[config.mk]
export PLATFORM = sky130hd
export DESIGN_NAME = radix8_booth_seq_mult_flat
export DESIGN_NICKNAME = d
export VERILOG_FILES = /design/src/rtl/radix8_booth_seq_mult_if.sv /design/src/rtl/radix8_booth_seq_mult.sv /design/src/flat_wrapper.sv
export SDC_FILE = /design/constraint.sdc
export NUM_CORES = 1
export LEC_CHECK = 0
export ABC_AREA = 1
export CAP_MARGIN = 20
export CORE_MARGIN = 1.5
export CORE_UTILIZATION = 43
export CTS_BUF_LIST = sky130_fd_sc_hd__clkbuf_2 sky130_fd_sc_hd__clkbuf_4 sky130_fd_sc_hd__clkbuf_8
export DETAILED_ROUTE_END_ITERATION = 7
export GPL_TIMING_DRIVEN = 1
export HOLD_SLACK_MARGIN = 0.05
export PLACE_DENSITY = 0.65
export SYNTH_ARGS = -nofsm -noshare
export SYNTH_HDL_FRONTEND = slang
export SYNTH_SLANG_ARGS = --single-unit
[constraint.sdc]
create_clock -name clk -period 3.6 [get_ports clk]
set_input_delay 0.72 -clock clk [delete_from_list [all_inputs] [get_ports clk]]
set_output_delay 0.72 -clock clk [all_outputs]
set_load 0.05 [all_outputs]
[src/rtl/radix8_booth_seq_mult_if.sv]
// Operand/product handshake bundle for radix8_booth_seq_mult.
// The source/consumer side uses master and the multiplier uses slave.
interface radix8_booth_seq_mult_if #(
    parameter int unsigned WIDTH = 16
);
    logic                 in_valid;
    logic                 in_ready;
    logic [WIDTH-1:0]     multiplicand;
    logic [WIDTH-1:0]     multiplier;
    logic                 signed_mode;
    logic                 out_valid;
    logic                 out_ready;
    logic [2*WIDTH-1:0]   product;

    modport master (
        output in_valid, multiplicand, multiplier, signed_mode, out_ready,
        input  in_ready, out_valid, product
    );

    modport slave (
        input  in_valid, multiplicand, multiplier, signed_mode, out_ready,
        output in_ready, out_valid, product
    );
endinterface

[src/rtl/radix8_booth_seq_mult.sv]
// Iterative radix-8 Booth multiplier, one digit per clock, signed/unsigned per operation.
// Optional macro BOOTH_ZERO_BYPASS_EN: a zero operand skips PRE/RUN and reports 0 immediately.
module radix8_booth_seq_mult #(
    parameter int unsigned WIDTH = 16
) (
    input  logic                        clk,
    input  logic                        rst,
    radix8_booth_seq_mult_if.slave      bus
);
    localparam int unsigned NDIG = (WIDTH + 3) / 3;
    localparam int unsigned EW   = WIDTH + 1;
    localparam int unsigned TW   = WIDTH + 3;
    localparam int unsigned HW   = WIDTH + 4;
    localparam int unsigned LW   = 3 * NDIG;
    localparam int unsigned LLW  = LW - 3;
    localparam int unsigned BW   = LW + 1;
    localparam int unsigned PW   = 2 * WIDTH;
    localparam int unsigned CW   = $clog2(NDIG + 1);

    typedef enum logic [1:0] {IDLE, PRE, RUN, DONE} state_t;

    state_t                 state;
    logic signed [EW-1:0]   a_reg;
    logic signed [TW-1:0]   m3_reg;
    logic [BW-1:0]          b_reg;
    logic signed [HW-1:0]   acc_hi;
    logic [LLW-1:0]         acc_lo;
    logic [CW-1:0]          cnt;
    logic                   in_ready_q;
    logic                   out_valid_q;
    logic [PW-1:0]          product_q;

    logic                   a_sign;
    logic                   b_sign;
    logic signed [TW-1:0]   m1;
    logic signed [TW-1:0]   m2;
    logic signed [TW-1:0]   m4;
    logic signed [TW-1:0]   pp_mag;
    logic                   pp_neg;
    logic signed [HW-1:0]   pp_ext;
    logic signed [HW-1:0]   pp;
    logic signed [HW-1:0]   sum;

    assign bus.in_ready  = in_ready_q;
    assign bus.out_valid = out_valid_q;
    assign bus.product   = product_q;

    // Both modes share one datapath by extending operands to WIDTH+1 bits.
    assign a_sign = bus.signed_mode & bus.multiplicand[WIDTH-1];
    assign b_sign = bus.signed_mode & bus.multiplier[WIDTH-1];

    assign m1 = {{2{a_reg[EW-1]}}, a_reg};
    assign m2 = {a_reg[EW-1], a_reg, 1'b0};
    assign m4 = {a_reg, 2'b00};

    // Booth recode of the current window {b[3i+2:3i], b[3i-1]} and accumulate.
    always_comb begin
        pp_mag = '0;
        pp_neg = 1'b0;
        case (b_reg[3:0])
            4'b0001, 4'b0010: pp_mag = m1;
            4'b0011, 4'b0100: pp_mag = m2;
            4'b0101, 4'b0110: pp_mag = m3_reg;
            4'b0111:          pp_mag = m4;
            4'b1000:          begin pp_mag = m4;     pp_neg = 1'b1; end
            4'b1001, 4'b1010: begin pp_mag = m3_reg; pp_neg = 1'b1; end
            4'b1011, 4'b1100: begin pp_mag = m2;     pp_neg = 1'b1; end
            4'b1101, 4'b1110: begin pp_mag = m1;     pp_neg = 1'b1; end
            default:          pp_mag = '0;
        endcase
        pp_ext = {pp_mag[TW-1], pp_mag};
        pp     = pp_neg ? -pp_ext : pp_ext;
        sum    = acc_hi + pp;
    end

    always_ff @(posedge clk) begin
        if (rst) begin
            state       <= IDLE;
            a_reg       <= '0;
            m3_reg      <= '0;
            b_reg       <= '0;
            acc_hi      <= '0;
            acc_lo      <= '0;
            cnt         <= '0;
            in_ready_q  <= 1'b1;
            out_valid_q <= 1'b0;
            product_q   <= '0;
        end else begin
            case (state)
                IDLE: begin
                    if (bus.in_valid && in_ready_q) begin
                        a_reg      <= {a_sign, bus.multiplicand};
                        b_reg      <= {{(LW - WIDTH){b_sign}}, bus.multiplier, 1'b0};
                        in_ready_q <= 1'b0;
`ifdef BOOTH_ZERO_BYPASS_EN
                        if (bus.multiplicand == '0 || bus.multiplier == '0) begin
                            product_q   <= '0;
                            out_valid_q <= 1'b1;
                            state       <= DONE;
                        end else begin
                            state <= PRE;
                        end
`else
                        state <= PRE;
`endif
                    end
                end
                PRE: begin
                    m3_reg <= m1 + m2;
                    acc_hi <= '0;
                    acc_lo <= '0;
                    cnt    <= '0;
                    state  <= RUN;
                end
                RUN: begin
                    // Right-shift accumulator: retired bits migrate into acc_lo.
                    acc_hi <= sum >>> 3;
                    acc_lo <= LLW'({sum[2:0], acc_lo} >> 3);
                    b_reg  <= {{3{b_reg[BW-1]}}, b_reg[BW-1:3]};
                    cnt    <= cnt + CW'(1);
                    if (cnt == CW'(NDIG - 1)) begin
                        product_q   <= PW'({sum, acc_lo});
                        out_valid_q <= 1'b1;
                        state       <= DONE;
                    end
                end
                DONE: begin
                    if (bus.out_ready) begin
                        out_valid_q <= 1'b0;
                        in_ready_q  <= 1'b1;
                        state       <= IDLE;
                    end
                end
                default: state <= IDLE;
            endcase
        end
    end
endmodule

[src/flat_wrapper.sv]
// flat-port wrapper written by rule: the top's interface ports become plain ports
module radix8_booth_seq_mult_flat 
#(
    parameter int unsigned WIDTH = 16
)
  (clk, rst, bus_in_valid, bus_multiplicand, bus_multiplier, bus_signed_mode, bus_out_ready, bus_in_ready, bus_out_valid, bus_product);
  radix8_booth_seq_mult_if #(.WIDTH(WIDTH)) bus_i ();
  input  logic clk;
  input  logic rst;
  input wire logic [$bits(bus_i.in_valid)-1:0] bus_in_valid;
  input wire logic [$bits(bus_i.multiplicand)-1:0] bus_multiplicand;
  input wire logic [$bits(bus_i.multiplier)-1:0] bus_multiplier;
  input wire logic [$bits(bus_i.signed_mode)-1:0] bus_signed_mode;
  input wire logic [$bits(bus_i.out_ready)-1:0] bus_out_ready;
  output wire logic [$bits(bus_i.in_ready)-1:0] bus_in_ready;
  output wire logic [$bits(bus_i.out_valid)-1:0] bus_out_valid;
  output wire logic [$bits(bus_i.product)-1:0] bus_product;
  assign bus_i.in_valid = bus_in_valid;
  assign bus_i.multiplicand = bus_multiplicand;
  assign bus_i.multiplier = bus_multiplier;
  assign bus_i.signed_mode = bus_signed_mode;
  assign bus_i.out_ready = bus_out_ready;
  assign bus_in_ready = bus_i.in_ready;
  assign bus_out_valid = bus_i.out_valid;
  assign bus_product = bus_i.product;
  radix8_booth_seq_mult #(.WIDTH(WIDTH)) u_core (.clk(clk), .rst(rst), .bus(bus_i));
endmodule
==> key figures <==
Pwr
  • Sequential power share: between 20% and 30%
  • PwrDens: around 720 nW/um^2
  • P_sw: a little over 3 mW
  • Leak Pwr: roughly 4.4 nW
  • Power, Total: between 7 and 8 mW
  • Total internal power: between 3 and 4 mW
  • Combinational Power Share: between 50% and 60%
  • Max VDD drop: between 0.0004 and 0.0005 V
  • Switching Fraction: 43.2%
  • Clk pwr share: between 10% and 20%

Clocking
  • Clock Tree Buf Depth: 2
  • Clk slew on worst S/H paths: ~0.080 ns
  • CTS tree: yes
  • # hold bufs at CTS: 0
  • Clock sink count: between 100 and 150
  • Clk_lat worst skew: between 0.4 and 0.5 ns
  • CTS buffer count: 17
  • Htree depth: 4
  • CTS root buffer: clkbuf_8

Yosys
  • Asr flop ratio synth: 0%
  • Seq/Total Area, Yosys: between 30% and 40%
  • Syn_nets: 1132
  • Synthesized flop and latch total: 126
  • Avg Cell Area, Syn: 7.02 sq um
  • Post-synth EDFFs: 0
  • Post-synth top flop: dfxtp_1
  • Gate count of the mapped netlist: approximately 1100
  • Ys Warns: 0
  • Synth cell types: 48
  • Synthesized cell area: 7370 sq um

Routing
  • Final ANT Viol Nets: 0
  • Residual DRC: 0
  • WL/cell: ~13 um
  • Via density per instance: 4.99
  • DR pass1 iterations: 5
  • Drt total wl: between 15000 and 20000 um
  • Via Count: between 7000 and 8000
  • DR iter-0 viols: about 380

GRT
  • Initial antenna violation count: 0
  • Remaining Overflow, GRT: 0
  • Largest net degree at the start of global routing: 75
  • GRT Util Overall: 20.2%
  • Vias in the first global route: around 6400
  • First-pass GRT wire length: between 20000 and 30000 um

Final layout
  • Diode count: 0
  • Area grow syn2layout: 32.0%
  • Nets: between 1000 and 1500
  • Max reg flops: 32
  • Final Util: 58.4%
  • Fillers: approximately 1600
  • Layout cell share with drive strength beyond 1: between 10% and 20%

Setup path
  • Arrival @ worst endpoint: roughly 3.9 ns
  • Crit end category: register
  • CP max FO: 5
  • Req. time, crit path: a little under 4 ns
  • Startpoint types: register
  • Worst Path Class, Setup: reg2reg

Floorplanning
  • Placeable core region: approximately 17000 sq um
  • # IOs: 71
  • Die Span Y: roughly 130 um
  • Std cell rows: 47
  • Die Area: 17900 sq um
  • Initial Util: between 40% and 50%
  • Die W: 134 um

Run
  • Max-Cap Viols: 0

STA
  • Final Critical Period: about 3.5 ns
  • Final WS setup: between 0.08 and 0.09 ns
  • Worst-margin pin slew: 0.977 ns
  • Tcrit/Tclk final: between 90% and 100%
  • Final setup violation count: 0
  • Endpoints failing hold: 0
  • RSZ-0062 raised after global routing: yes
  • Setup TNS: 0 ns
  • Clk_skew: ~0.016 ns
  • Fin Hold WS: around 0.47 ns
  • Max Freq: 285 MHz
  • Slew Limit Fails: 0
  • Slew HR: around a third

Outcome
  • Status: finished, final reports clean

Placed design
  • GPL Wtd Cong: about 0.83
  • Setup slack at placement: -0.0985 ns
  • Dpl hpwl: 12300 um
  • Port buffer count: 70

Hold path
  • Type of the tightest min-delay check: reg2reg
-- cell families after synthesis --
group | share of synthesized area, %
AOI/OAI and AO/OA | 19.5
xor gates and xnor gates | 4.74
and+or+nand+nor | 25.2
adders and majority gates | 7.85
DFF | 34.2
buffers and inverters | 8.51
-- layout by cell type, fill, tap and decap left out, types with 14 or more instances in the layout --
| cell type | netlist | routed |
|---|---|---|
| xnor2_1 | 14 | 14 |
| nand3_1 | 59 | 49 |
| a31oi_1 | 24 | 21 |
| nor2_1 | 110 | 102 |
| dfxtp_1 | 126 | 122 |
| buf_4 | 4 | 73 |
| ha_1 | 43 | 39 |
| a21oi_1 | 84 | 74 |
| nand2_2 | 4 | 17 |
| o21ai_0 | 101 | 92 |
| nand3_2 | 6 | 16 |
| inv_1 | 103 | 96 |
| clkbuf_8 | 0 | 18 |
| xor2_1 | 24 | 21 |
| nand2_1 | 213 | 195 |
| clkdlybuf4s50_1 | 0 | 69 |
-- worst max-delay path: stages (launching register included) --
cell and delay (ns):
dfxtp_4 0.38, nor2_4 0.19, nor2_4 0.09, nand3_2 0.08, o211ai_2 0.11, inv_1 0.10
ha_2 0.19, nand4_1 0.14, nor2_2 0.14, nand3_2 0.10, o31ai_4 0.18, xnor2_1 0.14
ha_1 0.30, nand2_2 0.11, nor2_2 0.05, nand2_1 0.06, o211ai_1 0.12, a21oi_2 0.15
inv_1 0.07, a21oi_2 0.16, inv_1 0.07, or2_4 0.23, nand2_1 0.06, nand2_1 0.04
o211ai_1 0.09, inv_1 0.05
-- cell usage after synthesis (2+ instances only) --
library cell / number / area share [%]
xnor2_1: 14 / 1.7
o21ai_0: 101 / 6.9
clkinv_1: 2 / 0.10
a21oi_1: 84 / 5.7
a21o_1: 3 / 0.31
nor3_1: 5 / 0.34
nand3_2: 6 / 0.82
nand3_1: 59 / 4.0
nor2_1: 110 / 5.6
fa_1: 2 / 0.54
o21ai_1: 6 / 0.41
ha_1: 43 / 7.3
clkbuf_1: 38 / 1.9
nor2_2: 7 / 0.59
o221ai_1: 3 / 0.36
inv_1: 103 / 5.2
nand4_2: 3 / 0.51
buf_4: 4 / 0.41
inv_2: 4 / 0.20
or2_2: 3 / 0.25
a21boi_1: 2 / 0.20
a31oi_1: 24 / 2.0
buf_6: 2 / 0.31
o211ai_1: 6 / 0.61
nand2_1: 213 / 11
nand4_1: 6 / 0.51
xor2_1: 24 / 2.9
buf_2: 3 / 0.20
nand3b_1: 3 / 0.31
o21bai_1: 13 / 1.3
o22ai_1: 4 / 0.34
nor2_4: 3 / 0.46
buf_1: 2 / 0.10
dfxtp_1: 126 / 34
a211oi_1: 2 / 0.20
nand2_2: 4 / 0.34
o31ai_1: 2 / 0.20
-- per-stage QoR --
step	area, sq um	std cells
global placement	8580	1350
global route	9720	1410
finish	9720	1410
detailed placement	8580	1350
floorplan	7370	1050
CTS	9190	1393
-- cell type report --
type | count | area, sq um | share of cell area, %
inverters | 109 | 414 | 4.26
multi-input cells | 767 | 4650 | 47.9
clock inverters | 14 | 180 | 1.85
repair buffers | 156 | 1410 | 14.5
clock buffers | 18 | 248 | 2.55
flip-flops and latches | 126 | 2540 | 26.1
well taps | 220 | 275 | 2.83
-- what timing repair did --
action	4_1_cts	5_1_grt
setup buffers	10	17
setup endpoints to repair	5	16
gates cloned	1	0
pin swaps	17	53
resized for setup	29	100
-- per-layer routing --
metal / track usage [%] / routed length (um) / vias to the layer above
li1: - / - / 3734
met1: 27.1 / 8870 / 3173
met2: 33.0 / 8470 / 113
met3: 4.27 / 605 / 18
met4: 5.13 / 194 / 0
met5: 0 / 0 / -
-- path summary, 6_finish.rpt --
| path | start | end | slack (ns) | cells after the start |
|---|---|---|---|---|
| worst max register to register | u_core.b_reg[0] | u_core.bus.product[30] | 0.09 | 25 |
| worst min-delay path | u_core.b_reg[16] | u_core.b_reg[13] | 0.47 | 2 |
| worst max-delay path | u_core.b_reg[0] | u_core.bus.product[30] | 0.09 | 25 |
| worst min register to register | u_core.b_reg[16] | u_core.b_reg[13] | 0.47 | 2 |
-- power by group through the flow --
stage | registers (mW) | clock network (mW) | logic, mW
finish | 1.88 | 1.33 | 3.81
global route | 1.90 | 1.41 | 4.24
global placement | 1.87 | 0 | 3.09
detailed placement | 1.87 | 0 | 3.11
floorplan | 1.81 | 0 | 2.23
CTS | 1.85 | 1.36 | 3.28
Power figures use the tool's default switching activity.
